===== src/rtl/bfm_apbtoahb_pkg.sv =====
// Shared definitions for the APB3-completer to AHB-Lite-initiator BFM bridge:
// AHB transfer encodings, FSM state encoding and the APB address-mask helper.
`timescale 1ns/1ps
package bfm_apbtoahb_pkg;

    localparam logic [1:0] HTRANS_IDLE   = 2'b00;
    localparam logic [1:0] HTRANS_NONSEQ = 2'b10;
    localparam logic [2:0] HSIZE_WORD    = 3'b010;
    localparam logic [2:0] HBURST_SINGLE = 3'b000;

    typedef enum logic [1:0] {
        ST_IDLE = 2'b00,
        ST_ADDR = 2'b01,
        ST_DATA = 2'b10,
        ST_RESP = 2'b11
    } state_t;

    // Ones in the bit positions taken from PADDR; the rest come from AHB_BASE.
    function automatic logic [31:0] addr_low_mask(input int w);
        logic [31:0] m;
        m = '0;
        for (int i = 0; i < 32; i++)
            if (i < w) m[i] = 1'b1;
        return m;
    endfunction

endpackage


===== src/rtl/bfm_apbtoahb.sv =====
// APB3 completer that turns each APB access into one NONSEQ single-word
// AHB-Lite transfer; the APB access completes once the AHB data phase ends.
`timescale 1ns/1ps
module bfm_apbtoahb
    import bfm_apbtoahb_pkg::*;
#(
    parameter int          TPD            = 1,
    parameter int          APB_ADDR_WIDTH = 32,
    parameter logic [31:0] AHB_BASE       = 32'h0000_0000,
    parameter logic [3:0]  HPROT_VAL      = 4'b0011
) (
    input  logic        HCLK,
    input  logic        HRESETN,
    input  logic        PSEL,
    input  logic        PENABLE,
    input  logic        PWRITE,
    input  logic [31:0] PADDR,
    input  logic [31:0] PWDATA,
    output logic [31:0] PRDATA,
    output logic        PREADY,
    output logic        PSLVERR,
    output logic [31:0] HADDR,
    output logic [1:0]  HTRANS,
    output logic        HWRITE,
    output logic [2:0]  HSIZE,
    output logic [2:0]  HBURST,
    output logic [3:0]  HPROT,
    output logic        HMASTLOCK,
    output logic [31:0] HWDATA,
    input  logic [31:0] HRDATA,
    input  logic        HREADY,
    input  logic        HRESP
);

    localparam logic [31:0] LOW_MASK = addr_low_mask(APB_ADDR_WIDTH);

    state_t      state_q, state_d;
    logic [31:0] addr_q, wdata_q, hwdata_q, prdata_q;
    logic        write_q, pready_q, pslverr_q;
    logic [31:0] setup_addr;

    // Word-aligned: PADDR[1:0] never reaches the AHB side.
    assign setup_addr = ((AHB_BASE & ~LOW_MASK) | (PADDR & LOW_MASK)) & 32'hFFFF_FFFC;

    always_comb begin
        state_d = state_q;
        unique case (state_q)
            ST_IDLE: if (PSEL && !PENABLE) state_d = ST_ADDR;
            ST_ADDR: if (HREADY)           state_d = ST_DATA;
            ST_DATA: if (HREADY)           state_d = ST_RESP;
            ST_RESP:                       state_d = ST_IDLE;
            default:                       state_d = ST_IDLE;
        endcase
    end

    always_ff @(posedge HCLK or negedge HRESETN) begin
        if (!HRESETN) begin
            state_q   <= ST_IDLE;
            addr_q    <= '0;
            write_q   <= 1'b0;
            wdata_q   <= '0;
            hwdata_q  <= '0;
            prdata_q  <= '0;
            pready_q  <= 1'b0;
            pslverr_q <= 1'b0;
        end else begin
            state_q <= state_d;
            unique case (state_q)
                ST_IDLE: if (PSEL && !PENABLE) begin
                    addr_q  <= setup_addr;
                    write_q <= PWRITE;
                    wdata_q <= PWDATA;
                end
                ST_ADDR: if (HREADY) hwdata_q <= wdata_q;
                // First ERROR cycle has HREADY=0, so only the final cycle is sampled.
                ST_DATA: if (HREADY) begin
                    if (!write_q) prdata_q <= HRDATA;
                    pslverr_q <= HRESP;
                    pready_q  <= 1'b1;
                end
                ST_RESP: begin
                    pready_q  <= 1'b0;
                    pslverr_q <= 1'b0;
                end
                default: ;
            endcase
        end
    end

    assign #(TPD) HTRANS    = (state_q == ST_ADDR) ? HTRANS_NONSEQ : HTRANS_IDLE;
    assign #(TPD) HADDR     = addr_q;
    assign #(TPD) HWRITE    = write_q;
    assign #(TPD) HWDATA    = hwdata_q;
    assign #(TPD) HSIZE     = HSIZE_WORD;
    assign #(TPD) HBURST    = HBURST_SINGLE;
    assign #(TPD) HPROT     = HPROT_VAL;
    assign #(TPD) HMASTLOCK = 1'b0;
    assign #(TPD) PRDATA    = prdata_q;
    assign #(TPD) PREADY    = pready_q;
    assign #(TPD) PSLVERR   = pslverr_q;

endmodule


===== config.mk =====
export PLATFORM = sky130hd
export DESIGN_NAME = bfm_apbtoahb
export DESIGN_NICKNAME = d
export VERILOG_FILES = /design/src/rtl/bfm_apbtoahb_pkg.sv /design/src/rtl/bfm_apbtoahb.sv
export SDC_FILE = /design/constraint.sdc
export NUM_CORES = 1
export LEC_CHECK = 0
export ABC_AREA = 1
export BUFFER_PORTS_ARGS = -buffer_cell sky130_fd_sc_hd__buf_2
export CORE_MARGIN = 1
export CORE_UTILIZATION = 41
export DETAILED_ROUTE_END_ITERATION = 7
export PLACE_DENSITY = 0.69
export REMOVE_ABC_BUFFERS = 1
export SYNTH_ARGS = -nofsm -noshare
export SYNTH_HDL_FRONTEND = slang
export SYNTH_SLANG_ARGS = --single-unit --ignore-timing --ignore-initial --compat-mode --unroll-limit 50000

===== constraint.sdc =====
create_clock -name HCLK -period 3.5 [get_ports HCLK]
set_input_delay 1.05 -clock HCLK [delete_from_list [all_inputs] [get_ports HCLK]]
set_output_delay 1.05 -clock HCLK [all_outputs]
set_load 0.01 [all_outputs]

==> metrics.csv, run 1 <==
metric;value;unit
run_status;complete, no violations;
finalCritPeriodShare;65.2;%
slew_headroom;44.2;%
muxShareOfSynthArea;0;%
synth_area;5400;sq um
required;2.45;ns
rsz0062_at_grt;no;
place_ws;0.837;ns
globalplace.congestion;0.747;
period_needed;2.28;ns
r2r_start;state_q[1];
p_leak;4.10;nW
wl_per_cell;12.3;um
num_antenna_cells;0;
dieHeight;117;um
finalSetupViolCount;0;
post_cts_buffers;0;
root_buffer;clkbuf_16;
core.rowCount;41;
hold_end;PRDATA[31];
netlist.area_leader.share;60.7;%
grt-ovfl-total;0;
num_io_pins;215;
grt_pass1_vias;4094;
antenna_found_initial;0;
postLayoutCoreUtil;55.9;%
routed-wl-met2;5670;um
cts_buffers;17;
grt.total_usage;18.0;%
power_density;937;nW/um^2
tns;0;ns
insertion_delay;0.41;ns
portBuffers;198;
drv_cap;0;
critPathKind;flip-flop to output pin;
avgSynthCellArea;9.29;sq um
p_sw;2.21;mW
cts_sinks;131;
yosysWarnings;0;
critPathMaxFanout;4;
wirelength;11700;um
area.sequential;3280;sq um
hpwl;7980;um
max_freq;438;MHz
vias;4318;
dieArea;13600;sq um
cts_resized;0;
syn_inst;581;
yosys.area_share.simple;19.3;%
cp-start-kind;flip-flop;
wl_met1;4810;um
hp-start;PRDATA[31];
ys_types;22;
drive_above_1_share;32.0;%
vdd.ir_drop.worst;0.462;mV
htreeDepth;4;
reg2reg_depth;6;
min_path_type;flip-flop to flip-flop;
nets;876;
ys_seq_elements;131;
hold_buffers;0;
cts_tree;built;
die_x;117;um
worst_pin_slew;0.834;ns
grt_pass1_wl;18600;um
switching_share;33.2;%
multi_input_area;1590;sq um
cts_buffer_depth;2;
synth_xor_area_share;0;%
drtPass1Iterations;4;
drv_slew;0;
syn_to_final_growth;31.6;%
topRoutingLayerUsed;met4;
start_util;42.4;%
ant_nets;0;
finalHoldViolCount;0;
worst_slack;1.22;ns
drt_iter0_drc;193;
holdPathStages;2;
seq_area_frac_synth;60.7;%
end_kind;output pin;
fillers;1169;
synth-compound-area-share;8.02;%
synthAdderAreaFrac;1.16;%
clk_pin_slew;0.05;ns
synth.area.top_cells;dfrtp_1, nand2_1, nand3_1, inv_1, o21ai_0;
place_area;6400;sq um
fp.coreArea;12700;sq um
yosysTopAreaCell;dfrtp_1;
finalInstanceArea;7110;sq um
met3_length;1050;um
p_seq_share;38.3;%
pwr-share-comb;30.3;%
grt_max_degree;86;
via_per_inst;4.53;
drc;0;
synth_top_family_by_area;simple AND/OR/NAND/NOR gates;
p_int;4.45;mW
p_clk_share;31.4;%
clock_skew;0.00464;ns
rrSetupSlack;1.53;ns
arrival;1.23;ns
r2r_end;HWDATA[3];
cell type report:
type / count / share of cell area, %
Clock buffer: 19 / 6.37
Sequential cell: 131 / 46.1
Tap cell: 172 / 3.03
Timing Repair Buffer: 202 / 14.8
Multi-Input combinational cell: 346 / 22.4
Inverter: 70 / 3.70
Clock inverter: 13 / 3.56
power groups by stage:
stage                     combinational (mW)  clock [mW]  sequential [mW]
final                                   2.02        2.09             2.55
after global placement                  1.99           0             2.53
after floorplan                        0.914           0             2.79
after detailed placement                2.06           0             2.57
after CTS                               2.06        2.14             2.56
after global routing                    2.32        2.20             2.64
worst max-delay path: stages (launching register included):
cell	delay, ns
dfrtp_1	0.41
inv_1	0.11
ha_1	0.17
buf_2	0.14
kinds of logic after synthesis:
group	after synthesis
AOI/OAI and AO/OA	79
adders and majority gates	5
buffers and inverters	116
DFF	131
other	2
and+or+nand+nor	248
state kept, by name, summed over array words and instances (netlist names):
name and flops:
PRDATA 32, HWRITE 1, HADDR 30, PSLVERR 1, HWDATA 32, wdata_q 32, PREADY 1, state_q 2
worst max path at each step:
stage,startpoint,end,cells past startpoint
2_1_floorplan,PENABLE,wdata_q[10],4
3_3_place_gp,HREADY,PRDATA[26],6
3_5_place_dp,HREADY,PRDATA[2],6
4_1_cts,state_q[1],HTRANS[1],3
5_1_grt,state_q[1],HTRANS[1],3
6_report,state_q[1],HTRANS[1],3
stage by stage:
step	power, mW	std cells	hold slack [ns]
finish	6.66	953	0.466
detailed placement	4.62	921	0.455
CTS	6.76	953	0.468
global placement	4.52	921	0.448
global route	7.16	953	0.483
floorplan	3.70	547	0.454
cell usage after synthesis, drive strengths merged:
library cell    n
ha              5
clkbuf         12
or2             1
nand4           1
nand3          55
o21ai          67
buf            34
nor2           13
dfrtp         131
inv            70
a21oi          12
nand2         178
conb            2
cell usage in the layout, fill, tap and decap left out, drive strengths merged:
master and count:
conb 14, nor2 13, a21oi 12, nand4 1, o21ai 67, bufinv 7, buf 202, clkinvlp 2
clkinv 3, clkbuf 19, nand2 178, dfrtp 131, or2 1, inv 71, ha 5, nand3 55
layer usage:
| metal | vias up | track usage [%] |
|---|---|---|
| met5 | - | 0 |
| met3 | 15 | 6.38 |
| li1 | 2155 | - |
| met1 | 1976 | 19.4 |
| met4 | 0 | 8.35 |
| met2 | 172 | 31.7 |
No activity file was read; power rests on OpenSTA's default activity.
==> run 2, diff against run 1 <==
PLACE_DENSITY = 0.72   (was 0.69)
clock period = 1.96 ns   (was 3.5 ns; I/O delays follow)
==> metrics.csv, run 2 (same netlist as run 1, synthesis figures left out) <==
metric;value;unit;change
finalCritPeriodShare;97.4;%;
min_path_type;input pin to async pin;;
mostFrequentLayoutCells;buf_2, nand2_1, dfrtp_1, inv_1, nand3_1;;
cts_sinks;131;;unchanged
clock_skew;0.00540;ns;+0.000763 ns
end_kind;output pin;;
cts_buffers;17;;unchanged
fp.coreArea;12700;sq um;unchanged
globalplace.congestion;0.713;;-4.5%
critPathMaxFanout;12;;+8
drv_slew;0;;unchanged
hold_buffers;0;;unchanged
via_per_inst;4.46;;-1.7%
critPathBufInv;2;;unchanged
dieHeight;117;um;unchanged
required;1.37;ns;-1.08 ns
drv_cap;0;;unchanged
wl_met1;5170;um;+7.4%
place_area;6540;sq um;+2.2%
postLayoutCoreUtil;56.6;%;+0.80 points
finalHoldViolCount;0;;unchanged
final_common_cell;buf_2;;
num_io_pins;215;;unchanged
drc;0;;unchanged
dieArea;13600;sq um;unchanged
insertion_delay;0.40;ns;about the same
wirelength;11900;um;+1.4%
vdd.ir_drop.worst;0.749;mV;+62%
clk_pin_slew;0.06;ns;about the same
vias;4313;;-0.12%
max_stage_delay;0.44;ns;+0.03 ns
worst_slack;0.0513;ns;-1.17 ns
crit_family;flip-flops;;
core.rowCount;41;;unchanged
nets;891;;+1.7%
syn_to_final_growth;33.5;%;
p_leak;4.16;nW;+1.3%
drt_iter0_drc;237;;+23%
root_buffer;clkbuf_16;;
period_needed;1.91;ns;
start_util;42.4;%;unchanged
cts_buffer_depth;2;;unchanged
run_status;complete, no violations;;
critPathKind;flip-flop to output pin;;
tns;0;ns;unchanged
portBuffers;198;;unchanged
cp_cell_sequence;ha_4 > buf_12 > buf_2;;
htreeDepth;4;;unchanged
finalSetupViolCount;0;;unchanged
die_x;117;um;unchanged
arrival;1.32;ns;+0.09 ns
routed-wl-met2;5440;um;-4.0%
rsz0062_at_grt;no;;
cts_tree;built;;
grt.total_usage;18.1;%;+0.067 points
finalInstanceArea;7210;sq um;+1.4%
drtPass1Iterations;4;;unchanged
place_ws;0.240;ns;-0.597 ns
grt-ovfl-total;0;;unchanged
critical-path-slowest-cell;dfrtp_2;;
met3_length;1090;um;+3.4%
hpwl;8220;um;+3.0%
drive_above_1_share;33.3;%;+1.3 points
grt_pass1_vias;3920;;-4.3%
grt_pass1_wl;18400;um;-1.1%
power_density;1610;nW/um^2;+72%
fillers;1170;;+0.086%
num_antenna_cells;0;;unchanged
slew_headroom;64.4;%;+20 points
antenna_found_initial;0;;unchanged
ant_nets;0;;unchanged
cp-start-kind;flip-flop;;
max_freq;524;MHz;
topRoutingLayerUsed;met4;;
wl_per_cell;12.3;um;-0.18%
grt_max_degree;57;;-34%
power;11.6;mW;+74%
worst_pin_slew;0.534;ns;-0.301 ns
## run 2: cell types whose count changed in the layout (fill, tap and decap cells not counted), moves of 3 or more
| cell | change |
|---|---|
| buf_4 | +10 |
| clkbuf_1 | +3 |
| bufinv_16 | -4 |
| buf_12 | +4 |
## run 2: where the power goes
part           switching [mW]  leakage (nW)  internal [mW]
combinational            2.22          2.25           1.63
clock                    1.09         0.289           2.09
sequential              0.616          1.62           3.94
total                    3.92          4.16           7.67
## run 2: through the flow
step / hold slack, ns / instances
floorplan: 0.292 / 547
global placement: 0.449 / 933
detailed placement: 0.453 / 933
CTS: 0.143 / 967
global route: 0.163 / 968
finish: 0.138 / 968
## run 2: worst paths after layout
kind / start / endpoint / slack (ns) / depth (start not counted)
hold / removal: HRESETN / PRDATA[22] / 0.14 / 1
setup / recovery: state_q[0] / HTRANS[1] / 0.05 / 3
max in group asynchronous: HRESETN / PRDATA[8] / 1.23 / 2
setup reg to reg: state_q[1] / wdata_q[2] / 0.37 / 7
hold reg to reg: HWDATA[19] / HWDATA[19] / 0.46 / 2
min in group HCLK: PWDATA[14] / wdata_q[14] / 0.41 / 3
## run 2: area by class of cell
type,instances,area (sq um),area share (%)
clock buffer,23,478,6.63
clock inverter,9,128,1.77
inverter,70,263,3.65
multi-input combinational,346,1600,22.3
sequential,131,3280,45.5
tap,172,215,2.99
timing repair buffer,217,1240,17.2
## run 2: metal layers
| metal | up-vias | global-route usage, % |
|---|---|---|
| li1 | 2184 | - |
| met1 | 1949 | 21.2 |
| met2 | 166 | 29.9 |
| met3 | 14 | 7.06 |
| met4 | 0 | 7.09 |
| met5 | - | 0 |
## run 2: timing repair
item,CTS,global route
gates cloned,1,0
pin swaps,0,0
setup buffers,1,1
resized for setup,3,1
setup endpoints to repair,1,1
==> run 3, diff against run 2 <==
==> constraint.sdc (replaced) <==
create_clock -name HCLK -period 1.96 [get_ports HCLK]
set_input_delay 0.392 -clock HCLK [delete_from_list [all_inputs] [get_ports HCLK]]
set_output_delay 0.392 -clock HCLK [all_outputs]
set_load 0.01 [all_outputs]
==> metrics.csv, run 3 (same netlist as run 1, synthesis figures left out) <==
metric;value;unit;change
post_cts_buffers;0;;-1
place_area;6500;sq um;-0.54%
run_status;complete, no violations;;
wirelength;11900;um;+0.59%
globalplace.congestion;0.730;;+2.3%
cts_sinks;131;;unchanged
fp.coreArea;12700;sq um;unchanged
grt_pass1_vias;3833;;-2.2%
portBuffers;198;;unchanged
syn_to_final_growth;31.6;%;
switching_share;34.1;%;+0.33 points
finalInstanceArea;7100;sq um;-1.4%
drv_cap;0;;unchanged
htreeDepth;4;;unchanged
root_buffer;clkbuf_16;;
antenna_found_initial;0;;unchanged
tns;0;ns;unchanged
finalHoldViolCount;0;;unchanged
drive_above_1_share;32.2;%;-1.1 points
mostFrequentLayoutCells;buf_2, nand2_1, dfrtp_1, inv_1, nand3_1;;
power_density;1600;nW/um^2;-0.44%
start_util;42.4;%;unchanged
die_x;117;um;unchanged
cp-startpoint;state_q[1];;
hpwl;8310;um;+1.1%
p_int;7.49;mW;-2.3%
dieArea;13600;sq um;unchanged
period_needed;1.85;ns;-0.0613 ns
rsz0062_at_grt;no;;
via_per_inst;4.46;;about the same
clk_pin_slew;0.06;ns;about the same
critPathKind;flip-flop to output pin;;
cts_tree;built;;
vdd.ir_drop.worst;0.634;mV;-15%
drt_iter0_drc;222;;-6.3%
critPathMaxFanout;8;;-4
postLayoutCoreUtil;55.8;%;-0.81 points
p_clk_share;27.2;%;-0.2 points
pwr-share-comb;32.7;%;-0.5 points
nets;886;;-0.56%
whs;0.210;ns;+0.0715 ns
dieHeight;117;um;unchanged
insertion_delay;0.41;ns;about the same
drv_slew;0;;unchanged
r2r_start;state_q[0];;
arrival;1.46;ns;+0.14 ns
required;1.57;ns;+0.20 ns
p_seq_share;40.1;%;+0.8 points
min_path_type;input pin to flip-flop;;
cp-start-kind;flip-flop;;
grt_max_degree;54;;-5.3%
grt-ovfl-total;0;;unchanged
ant_nets;0;;unchanged
finalCritPeriodShare;94.3;%;-3.1 points
finalSetupViolCount;0;;unchanged
drtPass1Iterations;4;;unchanged
drc;0;;unchanged
grt.total_usage;18.1;%;+0.039 points
end_kind;output pin;;
final_common_cell;buf_2;;
max_freq;541;MHz;+3.3%
p_leak;4.12;nW;-0.97%
core.rowCount;41;;unchanged
clock_skew;0.00660;ns;+0.00120 ns
cts_buffers;17;;unchanged
p_sw;3.88;mW;-0.91%
cts_buffer_depth;2;;unchanged
grt_pass1_wl;18600;um;+1.0%
num_antenna_cells;0;;unchanged
num_io_pins;215;;unchanged
vias;4288;;-0.58%
hp-start;PADDR[7];;
wl_per_cell;12.4;um;+1.2%
-- run 3: changes by cell type in the layout (fill, tap and decap cells not counted), sizes merged --
cell and delta:
buf -5, bufbuf -1, bufinv -1, clkbuf +4, clkinv -1, clkinvlp -3, dlygate4sd3 +1
-- run 3: power groups by stage --
stage | combinational (mW) | sequential, mW | clock, mW
after floorplan | 1.63 | 4.98 | 0
after global placement | 3.69 | 4.54 | 0
after detailed placement | 3.78 | 4.58 | 0
after CTS | 3.78 | 4.57 | 3.15
after global routing | 4.26 | 4.73 | 3.26
final | 3.72 | 4.56 | 3.09
-- run 3: final cells by class --
class                           instances  area [sq um]
Clock inverter                          4          70.1
Fill cell                            1173          5620
Multi-Input combinational cell        346          1590
Tap cell                              172           215
Clock buffer                           27           513
Sequential cell                       131          3280
Timing Repair Buffer                  212          1170
Inverter                               70           263
-- run 3: critical path, stage by stage (launching register included) --
cell and delay, ns:
dfrtp_1 0.41, inv_1 0.11, ha_2 0.22, buf_6 0.15, buf_2 0.15
-- run 3: through the flow --
step / setup slack, ns / std cells / power (mW)
2_1_floorplan: 0.0658 / 547 / 6.61
3_3_place_gp: 0.299 / 930 / 8.23
3_5_place_dp: 0.277 / 930 / 8.36
4_1_cts: 0.0113 / 962 / 11.5
5_1_grt: 0.0320 / 962 / 12.3
6_report: 0.113 / 962 / 11.4
-- run 3: timing repair --
item,CTS,global route
hold buffers,1,0
hold endpoints to repair,37,0
resized for setup,0,2
setup endpoints to repair,0,1
-- run 3: layer usage --
layer | up-vias | wire length, um | GRT usage (%)
met5 | - | 0 | 0
met4 | 0 | 214 | 7.59
met3 | 18 | 1080 | 7.21
met2 | 162 | 5370 | 29.2
met1 | 1939 | 5270 | 21.6
li1 | 2169 | - | -
-- run 3: final timing paths --
| check | to | slack (ns) | depth (start not counted) |
|---|---|---|---|
| max | HTRANS[1] | 0.11 | 4 |
| min | HADDR[7] | 0.21 | 3 |
| max reg2reg | wdata_q[9] | 0.31 | 6 |
| min reg2reg | HWDATA[27] | 0.46 | 2 |
| max in group asynchronous | wdata_q[28] | 0.91 | 3 |
| min in group asynchronous | PRDATA[6] | 0.47 | 2 |
